### src/rtl/snps_pll_apb_sequencer.sv
// snps_pll_apb_sequencer: APB4 requester that programs, resets, lock-polls and enables the PLL after one start pulse
module snps_pll_apb_sequencer #(
  parameter int RST_CYCLES = 200,
  parameter int POLL_GAP   = 16,
  parameter int LOCK_POLLS = 64
) (
  input  logic        ref_clk,
  input  logic        reset,
  input  logic        start,
  input  logic [6:0]  cfg_fbdiv,
  input  logic [4:0]  cfg_prediv,
  input  logic [5:0]  cfg_p,
  input  logic [5:0]  cfg_r,
  input  logic [3:0]  cfg_divvcop,
  input  logic [3:0]  cfg_divvcor,
  input  logic        cfg_gear_shift,
  output logic        busy,
  output logic        done,
  output logic        error,
  output logic [1:0]  err_code,
  output logic        PSEL,
  output logic        PENABLE,
  output logic        PWRITE,
  output logic [11:0] PADDR,
  output logic [31:0] PWDATA,
  output logic [3:0]  PSTRB,
  output logic [2:0]  PPROT,
  input  logic [31:0] PRDATA,
  input  logic        PREADY,
  input  logic        PSLVERR
);
  typedef enum logic [3:0] {
    S_IDLE, S_WR_DIV, S_WR_PRE, S_WR_PWR, S_RST_WAIT,
    S_WR_REL, S_POLL_GAP, S_RD_LOCK, S_WR_EN, S_FINISH
  } state_e;
  state_e state_q, state_d;
  logic en_q, en_d;
  logic [15:0] cnt_q, cnt_d, poll_q, poll_d;
  logic done_q, done_d, error_q, error_d;
  logic [1:0] code_q, code_d;
  logic [6:0] fbdiv_q;
  logic [4:0] prediv_q;
  logic [5:0] p_q, r_q;
  logic [3:0] vcop_q, vcor_q;
  logic gear_q;
  logic xfer, complete, accept;
  logic unused_prdata;
  assign unused_prdata = ^PRDATA[31:1];
  assign accept   = state_q == S_IDLE && start;
  assign xfer     = state_q inside {S_WR_DIV, S_WR_PRE, S_WR_PWR, S_WR_REL, S_RD_LOCK, S_WR_EN};
  assign complete = en_q && PREADY;
  // bus controls decode straight from state so an async reset drops PSEL at once
  assign PSEL     = xfer;
  assign PENABLE  = en_q;
  assign PWRITE   = xfer && state_q != S_RD_LOCK;
  assign PSTRB    = {4{PWRITE}};
  assign PPROT    = 3'b000;
  assign busy     = state_q != S_IDLE && state_q != S_FINISH;
  assign done     = done_q;
  assign error    = error_q;
  assign err_code = code_q;
  always_comb begin
    PADDR  = 12'h000;
    PWDATA = 32'h0;
    case (state_q)
      S_WR_DIV: begin
        PADDR  = 12'h004;
        PWDATA = {4'b0, vcop_q, 2'b0, p_q, 4'b0, vcor_q, 2'b0, r_q};
      end
      S_WR_PRE: begin
        PADDR  = 12'h008;
        PWDATA = {19'b0, prediv_q, 1'b0, fbdiv_q};
      end
      S_WR_PWR:  PWDATA = {22'b0, 2'b01, gear_q, 7'b0};
      S_WR_REL:  PWDATA = {22'b0, 2'b11, gear_q, 7'b0};
      S_RD_LOCK: PADDR  = 12'h018;
      S_WR_EN:   PWDATA = 32'h0000_0330;
      default: ;
    endcase
  end
  always_comb begin
    state_d = state_q;
    en_d    = xfer && !complete;
    cnt_d   = cnt_q;
    poll_d  = poll_q;
    done_d  = done_q;
    error_d = error_q;
    code_d  = code_q;
    if (complete && PSLVERR) begin
      state_d = S_IDLE;
      error_d = 1'b1;
      code_d  = 2'b01;
    end else begin
      case (state_q)
        S_IDLE: if (start) begin
          state_d = S_WR_DIV;
          done_d  = 1'b0;
          error_d = 1'b0;
          code_d  = 2'b00;
          cnt_d   = '0;
          poll_d  = '0;
        end
        S_WR_DIV: if (complete) state_d = S_WR_PRE;
        S_WR_PRE: if (complete) state_d = S_WR_PWR;
        S_WR_PWR: if (complete) begin
          state_d = S_RST_WAIT;
          cnt_d   = '0;
        end
        S_RST_WAIT: begin
          cnt_d   = cnt_q + 16'd1;
          state_d = cnt_q == 16'(RST_CYCLES - 1) ? S_WR_REL : S_RST_WAIT;
        end
        S_WR_REL: if (complete) state_d = S_RD_LOCK;
        S_RD_LOCK: if (complete) begin
          if (PRDATA[0]) state_d = S_WR_EN;
          else if (poll_q == 16'(LOCK_POLLS - 1)) begin
            state_d = S_IDLE;
            error_d = 1'b1;
            code_d  = 2'b10;
          end else begin
            poll_d  = poll_q + 16'd1;
            cnt_d   = '0;
            state_d = POLL_GAP == 0 ? S_RD_LOCK : S_POLL_GAP;
          end
        end
        S_POLL_GAP: begin
          cnt_d   = cnt_q + 16'd1;
          state_d = cnt_q == 16'(POLL_GAP - 1) ? S_RD_LOCK : S_POLL_GAP;
        end
        S_WR_EN: if (complete) begin
          state_d = S_FINISH;
          done_d  = 1'b1;
        end
        S_FINISH: state_d = S_IDLE;
        default:  state_d = S_IDLE;
      endcase
    end
  end
  always_ff @(posedge ref_clk or posedge reset) begin
    if (reset) begin
      state_q  <= S_IDLE;
      en_q     <= 1'b0;
      cnt_q    <= '0;
      poll_q   <= '0;
      done_q   <= 1'b0;
      error_q  <= 1'b0;
      code_q   <= 2'b00;
      fbdiv_q  <= '0;
      prediv_q <= '0;
      p_q      <= '0;
      r_q      <= '0;
      vcop_q   <= '0;
      vcor_q   <= '0;
      gear_q   <= 1'b0;
    end else begin
      state_q <= state_d;
      en_q    <= en_d;
      cnt_q   <= cnt_d;
      poll_q  <= poll_d;
      done_q  <= done_d;
      error_q <= error_d;
      code_q  <= code_d;
      if (accept) begin
        fbdiv_q  <= cfg_fbdiv;
        prediv_q <= cfg_prediv;
        p_q      <= cfg_p;
        r_q      <= cfg_r;
        vcop_q   <= cfg_divvcop;
        vcor_q   <= cfg_divvcor;
        gear_q   <= cfg_gear_shift;
      end
    end
  end
endmodule

### config.mk
export PLATFORM = sky130hd
export DESIGN_NAME = snps_pll_apb_sequencer
export DESIGN_NICKNAME = d
export VERILOG_FILES = /design/src/rtl/snps_pll_apb_sequencer.sv
export SDC_FILE = /design/constraint.sdc
export NUM_CORES = 1
export LEC_CHECK = 0
export ABC_AREA = 0
export BUFFER_PORTS_ARGS = -buffer_cell sky130_fd_sc_hd__buf_2
export CORE_AREA = 2 2 100 102
export DETAILED_ROUTE_END_ITERATION = 8
export DIE_AREA = 0 0 102 104
export GPL_TIMING_DRIVEN = 0
export HOLD_SLACK_MARGIN = 0.08
export PLACE_DENSITY = 0.7
export SYNTH_ARGS = -nofsm -noshare
export SYNTH_HDL_FRONTEND = slang
export SYNTH_SLANG_ARGS = --single-unit
### constraint.sdc
create_clock -name ref_clk -period 4.3 [get_ports ref_clk]
set_input_delay 0.86 -clock ref_clk [delete_from_list [all_inputs] [get_ports ref_clk]]
set_output_delay 0.86 -clock ref_clk [all_outputs]
set_load 0.02 [all_outputs]
==> impl_metrics.tcl <==
set metrics [dict create \
    status "finished, final reports clean" \
    firstDrtPassIters 4 \
    wl_per_cell_um 14.63 \
    worstMarginPinSlew_ns 1.022 \
    fin_area_um2 5045 \
    fin_ws_ns 0.8023 \
    fin_crit_sh_pct 81.34 \
    fin_tns_setup_ns 0 \
    area_growth_pct 21.08 \
    drv_cap 0 \
    synth-edff-count 0 \
    htree_num_levels 3 \
    io_buffers 76 \
    grt_pass1_wl_um 16750 \
    setup_viol 0 \
    cp.arrival_ns 2.64 \
    rsz0062_at_grt "false" \
    holdBufCountCts 0 \
    power_uw 3059 \
    hold_viol 0 \
    power_leakage_uw 0.002349 \
    synth_warnings 0 \
    cp-end-kind "output pin" \
    io_pins 129 \
    die_x_um 102 \
    cp_common_cell "buf_2" \
    start_util_pct 43.63 \
    vias 3675 \
    max_freq_mhz 285.9 \
    clock_skew_ns 0.006362 \
    clockBufferDepth 2 \
    cts_made_buffers 9 \
    drc 0 \
    placed_cell_area_um2 4818 \
    detail_route.vias_per_cell 5.381 \
    worstPathCellList "buf_2 -> nand2b_1 -> nor3_1 -> clkbuf_1 -> and2_1 -> buf_2" \
    slew_headroom_pct 31.37 \
    ys.flop_type "dfrtp_1" \
    ir_drop_mv 0.4073 \
    worstSkewPairLatency_ns 0.35 \
    root_buffer "clkbuf_8" \
    rows 36 \
    gr-usage-all-layers_pct 19.59 \
    worst_path_dominant_cell_family "simple AND/OR/NAND/NOR gates" \
    maxSlewViolCount 0 \
    grt_overflow_total 0 \
    crit_buf_inv 3 \
    final_layout_size_suffix_gt1_share_pct 31.64 \
    cts.clk_slew.worst_paths_ns 0.08 \
    period_minus_slack_ns 3.498 \
    worstPathRequired_ns 3.44 \
    finalNetCount 617 \
    synth_cell_type_count 56 \
    cts_tree "yes" \
    cts_resized 0 \
    cts_setup_buffers 0 \
    hp-class "register to register" \
    synthArstFlopShare_pct 100.0 \
    crit_type "register to output pin" \
    start_kind "register" \
    coreArea_um2 9549 \
    drt_iter0_markers 172 \
    ys_seq_area_share_pct 44.44 \
    drt_wl_total_um 9989 \
    synth_cells 437 \
    crit_path_max_incr_delay_ns 0.79 \
    dieHeight_um 104 \
    whs_ns 0.5000 \
    gp_congestion 0.8773 \
    hpwl_um 7312 \
    cp_max_fo 10 \
    preCtsSetupSlack_ns 1.279 \
    syn-mean-instance-area_um2 9.534 \
    yosys_register_bits 74 \
    synth_area_um2 4166 \
    p_per_area_nw_per_um2 606.4 \
    insertedDiodeCount 0 \
    nFillCells 891 \
    clkSinkCount 74 \
    antenna_found_initial 0 \
    ant_nets 0 \
    critical-path-slowest-cell "nor3_1" \
    grt_pass1_vias 3507 \
    ff2ff_setup_slack_ns 1.74 \
    fp.dieArea_um2 10610 \
    grt_max_degree 44 \
]
## worst paths after layout
check                            start     endpoint  depth (start not counted)
max in group asynchronous        reset     cnt_q[6]                          3
min                        err_code[1]  err_code[1]                          1
min in group asynchronous        reset       p_q[4]                          2
max reg2reg                  poll_q[0]    cnt_q[13]                          7
max                         state_q[1]   PWDATA[18]                          6
min reg2reg                err_code[1]  err_code[1]                          1
## where the power goes
part | switching, uW | internal [uW] | total [uW]
sequential | 121 | 895 | 1020
combinational | 849 | 584 | 1430
clock | 267 | 343 | 610
total | 1240 | 1820 | 3060
## flip-flops by register name (all words and copies together), names as in the netlist, 4 cells and up
| name | count |
|---|---|
| state_q | 4 |
| vcop_q | 4 |
| p_q | 6 |
| cnt_q | 16 |
| vcor_q | 4 |
| fbdiv_q | 7 |
| r_q | 6 |
| poll_q | 16 |
| prediv_q | 5 |
## per-layer routing
layer	part of all wire (%)	GRT usage [%]
met5	0	0
met1	44	25.95
met2	49	31.30
met4	1.2	5.429
met3	5.8	5.511
## metrics by stage
stage	utilization (%)	std cells
3_5_place_dp	50.46	667
6_report	52.83	683
3_3_place_gp	50.14	666
4_1_cts	52.83	683
2_1_floorplan	-	457
5_1_grt	52.83	683
## synthesized netlist by cell type, types with 6 or more instances
library cell,n,area share [%]
dfrtp_1,74,44
mux2_2,33,8.9
buf_2,13,1.6
nand3_1,16,1.9
and2_1,12,1.8
a22o_1,7,1.5
a21oi_1,21,2.5
nand2_1,29,2.6
inv_1,9,0.81
nor3_1,10,1.2
nand2b_1,7,1.1
nand4_1,11,1.7
a31oi_1,7,1.1
or3_1,7,1.1
o31ai_1,6,1.1
nor4_1,9,1.4
buf_4,25,4.5
and3_1,7,1.1
nor2_1,31,2.8
o21ai_0,44,5.3
## logic make-up (layout without fill, tap and decap cells)
family | count (synthesis) | in the layout | share of synthesized area (%)
DFF | 74 | 74 | 44.44
adders and majority gates | 2 | 2 | 0.6005
other | 1 | 21 | 0.09000
and+or+nand+nor | 163 | 163 | 21.56
buffers and inverters | 53 | 146 | 7.417
muxes | 33 | 33 | 8.919
AOI/OAI and AO/OA | 106 | 106 | 15.92
xor gates and xnor gates | 5 | 5 | 1.051
## cells in the final DEF, fill, tap and decap left out, types with 7 or more instances in the layout
cell,instances
a21oi_1,21
a22o_1,7
a31oi_1,7
and2_1,12
and3_1,7
buf_2,89
buf_4,25
clkbuf_8,10
conb_1,21
dfrtp_1,74
inv_1,8
mux2_2,33
nand2_1,29
nand2b_1,7
nand3_1,16
nand4_1,11
nor2_1,31
nor3_1,10
nor4_1,9
o21ai_0,44
or3_1,7
## final cells by class
type | count | area [um^2] | area share, %
buffer | 44 | 275.3 | 5.456
clock buffer | 10 | 137.6 | 2.728
clock inverter | 6 | 88.84 | 1.761
inverter | 9 | 36.28 | 0.7192
multi-input combinational | 330 | 2081 | 41.25
sequential | 74 | 1852 | 36.71
tap | 133 | 166.4 | 3.299
timing repair buffer | 77 | 407.9 | 8.085
Note: power is estimated with default switching activity, not from simulation.
